## src/rtl/button_pulse_pkg.sv

```systemverilog
// Shared types and defaults for the push-button front end of semaphore_ctrl.
package button_pulse_pkg;

  typedef enum logic [2:0] {
    IDLE      = 3'd0,
    DEB_PRESS = 3'd1,
    PRESSED   = 3'd2,
    DEB_REL   = 3'd3,
    HOLDOFF   = 3'd4
  } state_t;

  localparam int DEBOUNCE_CYCLES_DEF = 4;
  localparam int HOLDOFF_CYCLES_DEF  = 8;

  // Larger of two integers, used to size the shared debounce/hold-off counter.
  function automatic int max_int(input int a, input int b);
    return (a > b) ? a : b;
  endfunction

endpackage

```

## src/rtl/sync_2ff.sv

```systemverilog
// 1-bit two-flop synchronizer for asynchronous level inputs; clears to 0 on reset.
module sync_2ff (
  input  logic clk,
  input  logic reset,
  input  logic d,
  output logic q
);

  logic meta;

  // Two back-to-back flops give the first stage a full cycle to settle.
  always_ff @(posedge clk or negedge reset) begin
    if (!reset) begin
      meta <= 1'b0;
      q    <= 1'b0;
    end else begin
      meta <= d;
      q    <= meta;
    end
  end

endmodule

```

## src/rtl/button_pulse_gen.sv

```systemverilog
// Debounced, rate-limited single-cycle request pulse from a raw push-button.
module button_pulse_gen
  import button_pulse_pkg::*;
#(
  parameter int DEBOUNCE_CYCLES = DEBOUNCE_CYCLES_DEF,
  parameter int HOLDOFF_CYCLES  = HOLDOFF_CYCLES_DEF,
  parameter int CNT_W           = 8
) (
  input  logic             clk,
  input  logic             reset,
  input  logic             botao,
  output logic             pulso,
  output logic             busy,
  output logic [CNT_W-1:0] pulse_count
);

  // One counter serves both the debounce windows and the hold-off window.
  localparam int CW = $clog2(max_int(DEBOUNCE_CYCLES, HOLDOFF_CYCLES) + 1);
  localparam logic [CW-1:0] DEB_LAST  = CW'(DEBOUNCE_CYCLES - 1);
  localparam logic [CW-1:0] HOLD_LAST = CW'(HOLDOFF_CYCLES - 1);

  logic          botao_s;
  state_t        state, state_nxt;
  logic [CW-1:0] cnt, cnt_nxt;
  logic          fire;

  sync_2ff u_sync (
    .clk   (clk),
    .reset (reset),
    .d     (botao),
    .q     (botao_s)
  );

  // Next-state decode; fire marks the single transition that issues a request.
  always_comb begin
    state_nxt = state;
    cnt_nxt   = cnt;
    fire      = 1'b0;
    case (state)
      IDLE: begin
        if (botao_s) begin
          state_nxt = DEB_PRESS;
          cnt_nxt   = '0;
        end
      end
      DEB_PRESS: begin
        if (!botao_s) begin
          state_nxt = IDLE;
        end else if (cnt == DEB_LAST) begin
          state_nxt = PRESSED;
          fire      = 1'b1;
        end else begin
          cnt_nxt = cnt + CW'(1);
        end
      end
      PRESSED: begin
        if (!botao_s) begin
          state_nxt = DEB_REL;
          cnt_nxt   = '0;
        end
      end
      DEB_REL: begin
        // A bounce back to pressed resumes the same press without a new pulse.
        if (botao_s) begin
          state_nxt = PRESSED;
        end else if (cnt == DEB_LAST) begin
          state_nxt = HOLDOFF;
          cnt_nxt   = '0;
        end else begin
          cnt_nxt = cnt + CW'(1);
        end
      end
      HOLDOFF: begin
        if (cnt == HOLD_LAST) begin
          state_nxt = IDLE;
        end else begin
          cnt_nxt = cnt + CW'(1);
        end
      end
      default: begin
        state_nxt = IDLE;
        cnt_nxt   = '0;
      end
    endcase
  end

  // State and counter registers.
  always_ff @(posedge clk or negedge reset) begin
    if (!reset) begin
      state <= IDLE;
      cnt   <= '0;
    end else begin
      state <= state_nxt;
      cnt   <= cnt_nxt;
    end
  end

  // Registered outputs: pulso lasts one cycle since fire only occurs on leaving DEB_PRESS.
  always_ff @(posedge clk or negedge reset) begin
    if (!reset) begin
      pulso       <= 1'b0;
      busy        <= 1'b0;
      pulse_count <= '0;
    end else begin
      pulso <= fire;
      busy  <= (state_nxt != IDLE);
      if (fire) begin
        pulse_count <= pulse_count + CNT_W'(1);
      end
    end
  end

endmodule
```

## config.mk

```make
export PLATFORM = sky130hd
export DESIGN_NAME = button_pulse_gen
export DESIGN_NICKNAME = d
export VERILOG_FILES = /design/src/rtl/button_pulse_pkg.sv /design/src/rtl/sync_2ff.sv /design/src/rtl/button_pulse_gen.sv
export SDC_FILE = /design/constraint.sdc
export NUM_CORES = 1
export LEC_CHECK = 0
export CORE_MARGIN = 3
export CORE_UTILIZATION = 46
export DETAILED_ROUTE_END_ITERATION = 8
export GPL_TIMING_DRIVEN = 1
export PLACE_DENSITY = 0.72
export RECOVER_POWER = 25
export SLEW_MARGIN = 0
export SYNTH_ARGS = -nofsm -noshare
export SYNTH_HDL_FRONTEND = slang
export SYNTH_SLANG_ARGS = --single-unit
```

## constraint.sdc

```tcl
create_clock -name clk -period 1.6 [get_ports clk]
set_input_delay 0.48 -clock clk [delete_from_list [all_inputs] [get_ports clk]]
set_output_delay 0.48 -clock clk [all_outputs]
set_load 0.005 [all_outputs]
```

==> results.ini, run 1 <==
[run_status]
status=finished clean

[setup_path]
crit_family=compound AO/OA/AOI/OAI gates
critical_path.n_buffers_inverters=1
r2r_setup_slack_ns=0.03
cpMaxStageDelayCell=dfrtp_1
cp.arrival_ns=1.75
cp.depth=6
worstPathRequired_ns=1.78
timing.critical_path.from=cnt[1]$_DFFE_PN0P_
r2r_end=cnt[3]$_DFFE_PN0P_
crit_fanout=5
r2r_cells=6
worstSetupPathType=reg2reg
crit_path_max_incr_delay_ns=0.38
cp-start-kind=register
cp-endpoint=cnt[3]$_DFFE_PN0P_
path_cells=ha_2, buf_6, nand4bb_1, a211o_1, nand3_1, o221ai_1
r2r-start=cnt[1]$_DFFE_PN0P_
end_kind=register

[final_layout]
design_area_um2=1211
drive_gt1_frac=0.2818
multiInputGateArea_um2=425.4
n_fill_cell=138
most-common-layout-cells=dfrtp_1, buf_4, dlygate4sd2_1
final_cells=135
regArea_um2=475.5
syn2layout_area_growth_pct=35.01
antennaDiodeCount=0
fin_util=0.6793
layout.cells.most_common=dfrtp_1
nets=116

[routing]
drcViolationCount=0
viasPerCell=5.215
drt_iter0_drc=5
vias=704
routedWlPerCell_um=13.26
wl_um=1790
ant_nets=0
firstDrtPassIters=4

[sta]
hold_viol=0
worst_clock_skew_ns=0.008521
slew_violations=0
hold_ws_ns=0.3581
min_period_over_period=0.9789
setup_violations=0
fmax_ghz=0.6384
slew_headroom=0.6990
rsz0062_at_grt=true
worst-slew-pin-transition_ns=0.4515
fin_crit_ns=1.566

[placement]
placed_area_um2=1082
dp.cells=118
gp_congestion=0.7359
port_buffers=12
dpl.hpwl_um=1153

[floorplan]
core.rowCount=15
die_area_um2=2516
ioPinCount=13
start_util=0.5032
die_w_um=50.16
die_h_um=50.16
coreArea_um2=1783

[logic_synthesis]
async_flop_share=1.000
yosys.area.top_type=dfrtp_1
synth_warnings=0
synth_edf_count=0
ys_types=34
netlist_instances=76
synth_flop_cell=dfrtp_1
yosys-top-cells-area=dfrtp_1, xnor2_1, nand4_1
avgSynthCellArea_um2=11.80
netlist_area_um2=897.1
ys_seq_elements=19
yosys.area.top_type_share=0.5300
synth_nets=81
yosysSeqAreaShare=0.5300

[pwr]
cellPowerDensity_nw_per_um2=1149
finalPower_uw=1391
ir_drop_uv=666.8
p_leak_uw=0.0006059

[clock_tree]
cts_hold_buf=0
cts_htree_levels=1
cts_num_sinks=19
clk_pin_slew_ns=0.11
clk_latency_ns=0.30
cts-root-buf=clkbuf_4
clockBufferDepth=2
cts_buffers=3
cts_tree=done

[hold_path]
whs_path_depth=0
hold_class=reg2reg

[grt]
grt_pass1_wl_um=3049
grt_pass1_vias=652
antenna_found_initial=0
grt_max_degree=20
grt_overflow_total=0
grt_usage=0.1637

[job]
max_cap_viol_count=0

==> cell usage after synthesis (2+ instances only) <==
cell      count
nand3_1       5
xnor2_1       5
nand4_1       5
nor2b_1       2
nand2_1       3
o21ai_1       2
inv_1         2
and3_1        2
ha_1          2
dfrtp_1      19
o21ai_0       2
nor4bb_1      2
nand2b_1      2
a21oi_1       3
==> stage by stage <==
step           setup slack [ns]  setup TNS, ns
3_5_place_dp            0.02894              0
6_report                0.03370              0
3_3_place_gp            0.07648              0
2_1_floorplan           0.08427              0
4_1_cts                 0.05142              0
5_1_grt                -0.07865        -0.2654
==> kinds of logic (layout without fill, tap and decap cells) <==
family                     Yosys count  in the layout  synth area share
muxes                                2              2           0.02371
adders and majority gates            2              2           0.02789
AOI/OAI and AO/OA                   12             12           0.08508
xor gates and xnor gates             7              7           0.07671
and+or+nand+nor                     31             32            0.2357
buffers and inverters                3             36           0.02092
DFF                                 19             19            0.5300
==> final cells by class <==
cell class              instances  area share
flip-flops and latches         19      0.3926
multi-input cells              55      0.3512
repair buffers                 30      0.2014
well taps                      25     0.02583
clock buffers                   3     0.01860
inverters                       2    0.006198
clock inverters                 1    0.004132
==> sequential cells by signal (all words and copies together), names as in the netlist <==
signal,count
busy,1
pulso,1
u_sync.q,1
pulse_count,8
cnt,4
state,3
u_sync.meta,1
==> repair_timing <==
action,CTS,global route
cloned,0,1
pin swaps,0,5
setup buffers,7,5
gates resized for setup,11,5
endpoints found under the setup margin,11,10
==> report_power, final <==
part	switching, uW	leakage, uW	internal (uW)	total, uW
Sequential	88.6	0.000251	569	658
Combinational	222	0.000337	276	498
Clock	142	0.0000177	93.1	236
Total	453	0.000606	938	1390
==> layer usage <==
layer / track usage / routed length [um] / up-vias
li1: - / - / 354
met1: 0.2096 / 779 / 338
met2: 0.2630 / 920 / 10
met3: 0.06528 / 77 / 2
met4: 0.02765 / 12 / 0
met5: 0 / 0 / -
==> how the worst min path moves through the flow <==
| stage | startpoint | endpoint |
|---|---|---|
| after floorplan | reset | busy$_DFF_PN0_ |
| final | u_sync.meta$_DFF_PN0_ | u_sync.q$_DFF_PN0_ |
| after global placement | u_sync.meta$_DFF_PN0_ | u_sync.q$_DFF_PN0_ |
| after CTS | u_sync.meta$_DFF_PN0_ | u_sync.q$_DFF_PN0_ |
| after global routing | u_sync.meta$_DFF_PN0_ | u_sync.q$_DFF_PN0_ |
| after detailed placement | u_sync.meta$_DFF_PN0_ | u_sync.q$_DFF_PN0_ |
Note: power is estimated with default switching activity, not from simulation.
==> inputs of run 2 (changes only) <==
--- a/config.mk
+++ b/config.mk
@@ -6,10 +6,9 @@
 export NUM_CORES = 1
 export LEC_CHECK = 0
 export CORE_MARGIN = 3
-export CORE_UTILIZATION = 46
+export CORE_UTILIZATION = 40
 export DETAILED_ROUTE_END_ITERATION = 8
 export GPL_TIMING_DRIVEN = 1
-export PLACE_DENSITY = 0.72
 export RECOVER_POWER = 25
 export SLEW_MARGIN = 0
 export SYNTH_ARGS = -nofsm -noshare
==> run 2 against run 1 <==
  * Core utilization decreased by 10 points
  * Sequential power increased by 1%
  * Non-clock buffer count decreased by 4
  * Highest routed layer unchanged
  * Clock skew decreased by 0.00071 ns
  * Clock power about the same
==> results.ini, run 2 (synthesis gave the netlist of run 1 again) <==
[run_status]
status=finished clean

[routing]
vias=682  ; -3.1%
wl_um=1722  ; -3.8%
firstDrtPassIters=4  ; unchanged
routedWlPerCell_um=13.05  ; -1.6%
drt_iter0_drc=11  ; +6
ant_nets=0  ; unchanged
viasPerCell=5.167  ; -0.92%
drcViolationCount=0  ; unchanged

[final_layout]
antennaDiodeCount=0  ; unchanged
reg_top3=pulse_count (8), cnt (4), state (3)
regMostFlops=pulse_count
layout.cells.most_common=dfrtp_1
final_cells=132  ; -2.2%
n_fill_cell=196  ; +42%
syn2layout_area_growth_pct=30.96
nets=111  ; -4.3%
largest_reg_flops=8  ; unchanged
fin_util=0.5754  ; -0.1039
most-common-layout-cells=dfrtp_1, buf_4, dlygate4sd2_1
drive_gt1_frac=0.2476  ; -0.03420

[grt]
antenna_found_initial=0  ; unchanged
grt_usage=0.1396  ; -0.02414
grt_pass1_wl_um=2835  ; -7.0%
grt_overflow_total=0  ; unchanged
grt_max_degree=20  ; unchanged
grt_pass1_vias=645  ; -1.1%

[sta]
rsz0062_at_grt=true
setup_violations=0  ; unchanged
fin_crit_ns=1.577  ; +0.01049 ns
worst_clock_skew_ns=0.007807  ; -0.0007139 ns
slew_headroom=0.3302  ; -0.3687
fmax_ghz=0.6342  ; -0.67%
worst-slew-pin-transition_ns=1.005  ; +0.5531 ns
slew_violations=0  ; unchanged
min_period_over_period=0.9855  ; +0.006556
hold_viol=0  ; unchanged

[pwr]
p_leak_uw=0.0005777  ; -4.7%
ir_drop_uv=643.6  ; -3.5%
cellPowerDensity_nw_per_um2=1146  ; -0.25%

[setup_path]
worstPathRequired_ns=1.82  ; +0.04 ns
cp-start-kind=register
end_kind=register
cp.arrival_ns=1.79  ; +0.04 ns
worstSetupPathType=reg2reg
crit_fanout=5  ; unchanged

[placement]
port_buffers=12  ; unchanged
gp_congestion=0.7463  ; +1.4%
dp.cells=118  ; unchanged
dpl.hpwl_um=1155  ; +0.20%

[floorplan]
coreArea_um2=2042  ; +15%
core.rowCount=16  ; +1
start_util=0.4393  ; -0.06382
die_area_um2=2847  ; +13%
die_h_um=53.36  ; +6.4%
die_w_um=53.36  ; +6.4%
ioPinCount=13  ; unchanged

[job]
max_cap_viol_count=0  ; unchanged

[clock_tree]
cts_tree=done
cts_htree_levels=1  ; unchanged
clockBufferDepth=2  ; unchanged
clk_pin_slew_ns=0.10  ; about the same
clk_latency_ns=0.29  ; about the same
cts_num_sinks=19  ; unchanged
cts_hold_buf=0  ; unchanged
cts-root-buf=clkbuf_4
cts_buffers=3  ; unchanged

[hold_path]
hold_class=reg2reg

## run 2: power breakdown
group | internal (uW) | total [uW] | leakage (uW) | switching (uW)
combinational | 242 | 445 | 0.000309 | 203
clock | 92.9 | 236 | 0.0000177 | 143
sequential | 569 | 665 | 0.000251 | 95.4
total | 904 | 1350 | 0.000578 | 442
## run 2: final timing paths
kind,start,end,slack [ns],cells after the start
max reg2reg,cnt[1]$_DFFE_PN0P_,cnt[0]$_DFFE_PN0P_,0.02,6
max in group asynchronous,reset,cnt[0]$_DFFE_PN0P_,0.20,2
min reg2reg,u_sync.meta$_DFF_PN0_,u_sync.q$_DFF_PN0_,0.37,0
min,u_sync.meta$_DFF_PN0_,u_sync.q$_DFF_PN0_,0.37,0
min in group asynchronous,reset,state[1]$_DFF_PN0_,0.79,2
max,cnt[1]$_DFFE_PN0P_,cnt[0]$_DFFE_PN0P_,0.02,6
## run 2: per-layer routing
layer / vias up / GRT usage / part of all wire
met5: - / 0 / 0
met4: 0 / 0.06383 / 0.016
met3: 4 / 0.03380 / 0.046
met2: 21 / 0.1837 / 0.44
met1: 319 / 0.2091 / 0.49
li1: 338 / - / -
## run 2: final cells by class
type / count / area [um^2] / area share
clock inverter: 1 / 5.005 / 0.004260
clock buffer: 3 / 22.52 / 0.01917
sequential: 19 / 475.5 / 0.4047
timing repair buffer: 26 / 212.7 / 0.1810
multi-input combinational: 54 / 417.9 / 0.3557
tap: 27 / 33.78 / 0.02875
inverter: 2 / 7.507 / 0.006390
## run 2: repair_timing
action | 4_1_cts | 5_1_grt
pin swaps | 0 | 7
hold endpoints to repair | 0 | 0
buffers inserted | 6 | 4
endpoints found under the setup margin | 14 | 11
resized for setup | 11 | 6
## run 2: metrics by stage
step | cell area (um^2) | setup WS, ns | hold WS (ns) | setup TNS [ns] | power [uW]
2_1_floorplan | 897.1 | 0.08427 | 0.1844 | 0 | 904.7
3_3_place_gp | 1070 | 0.03603 | 0.3348 | 0 | 1069
3_5_place_dp | 1070 | -0.009568 | 0.3435 | -0.02379 | 1075
4_1_cts | 1131 | 0.01587 | 0.3685 | 0 | 1293
5_1_grt | 1175 | -0.07396 | 0.3820 | -0.3442 | 1446
6_report | 1175 | 0.02321 | 0.3655 | 0 | 1346
## run 2: worst max-delay path: stages (launching register included)
cell and delay [ns]:
dfrtp_1 0.39, ha_2 0.20, buf_6 0.11, nand4bb_1 0.12
a211o_1 0.39, and2_4 0.17, mux2i_1 0.13
==> inputs of run 3 (changes only) <==
--- a/config.mk
+++ b/config.mk
@@ -10,7 +10,7 @@
 export DETAILED_ROUTE_END_ITERATION = 8
 export GPL_TIMING_DRIVEN = 1
 export RECOVER_POWER = 25
-export SLEW_MARGIN = 0
+export SLEW_MARGIN = 20
 export SYNTH_ARGS = -nofsm -noshare
 export SYNTH_HDL_FRONTEND = slang
 export SYNTH_SLANG_ARGS = --single-unit
==> results of run 3 <==
Same layout as run 2: the final DEF is identical, and so are final timing and power.
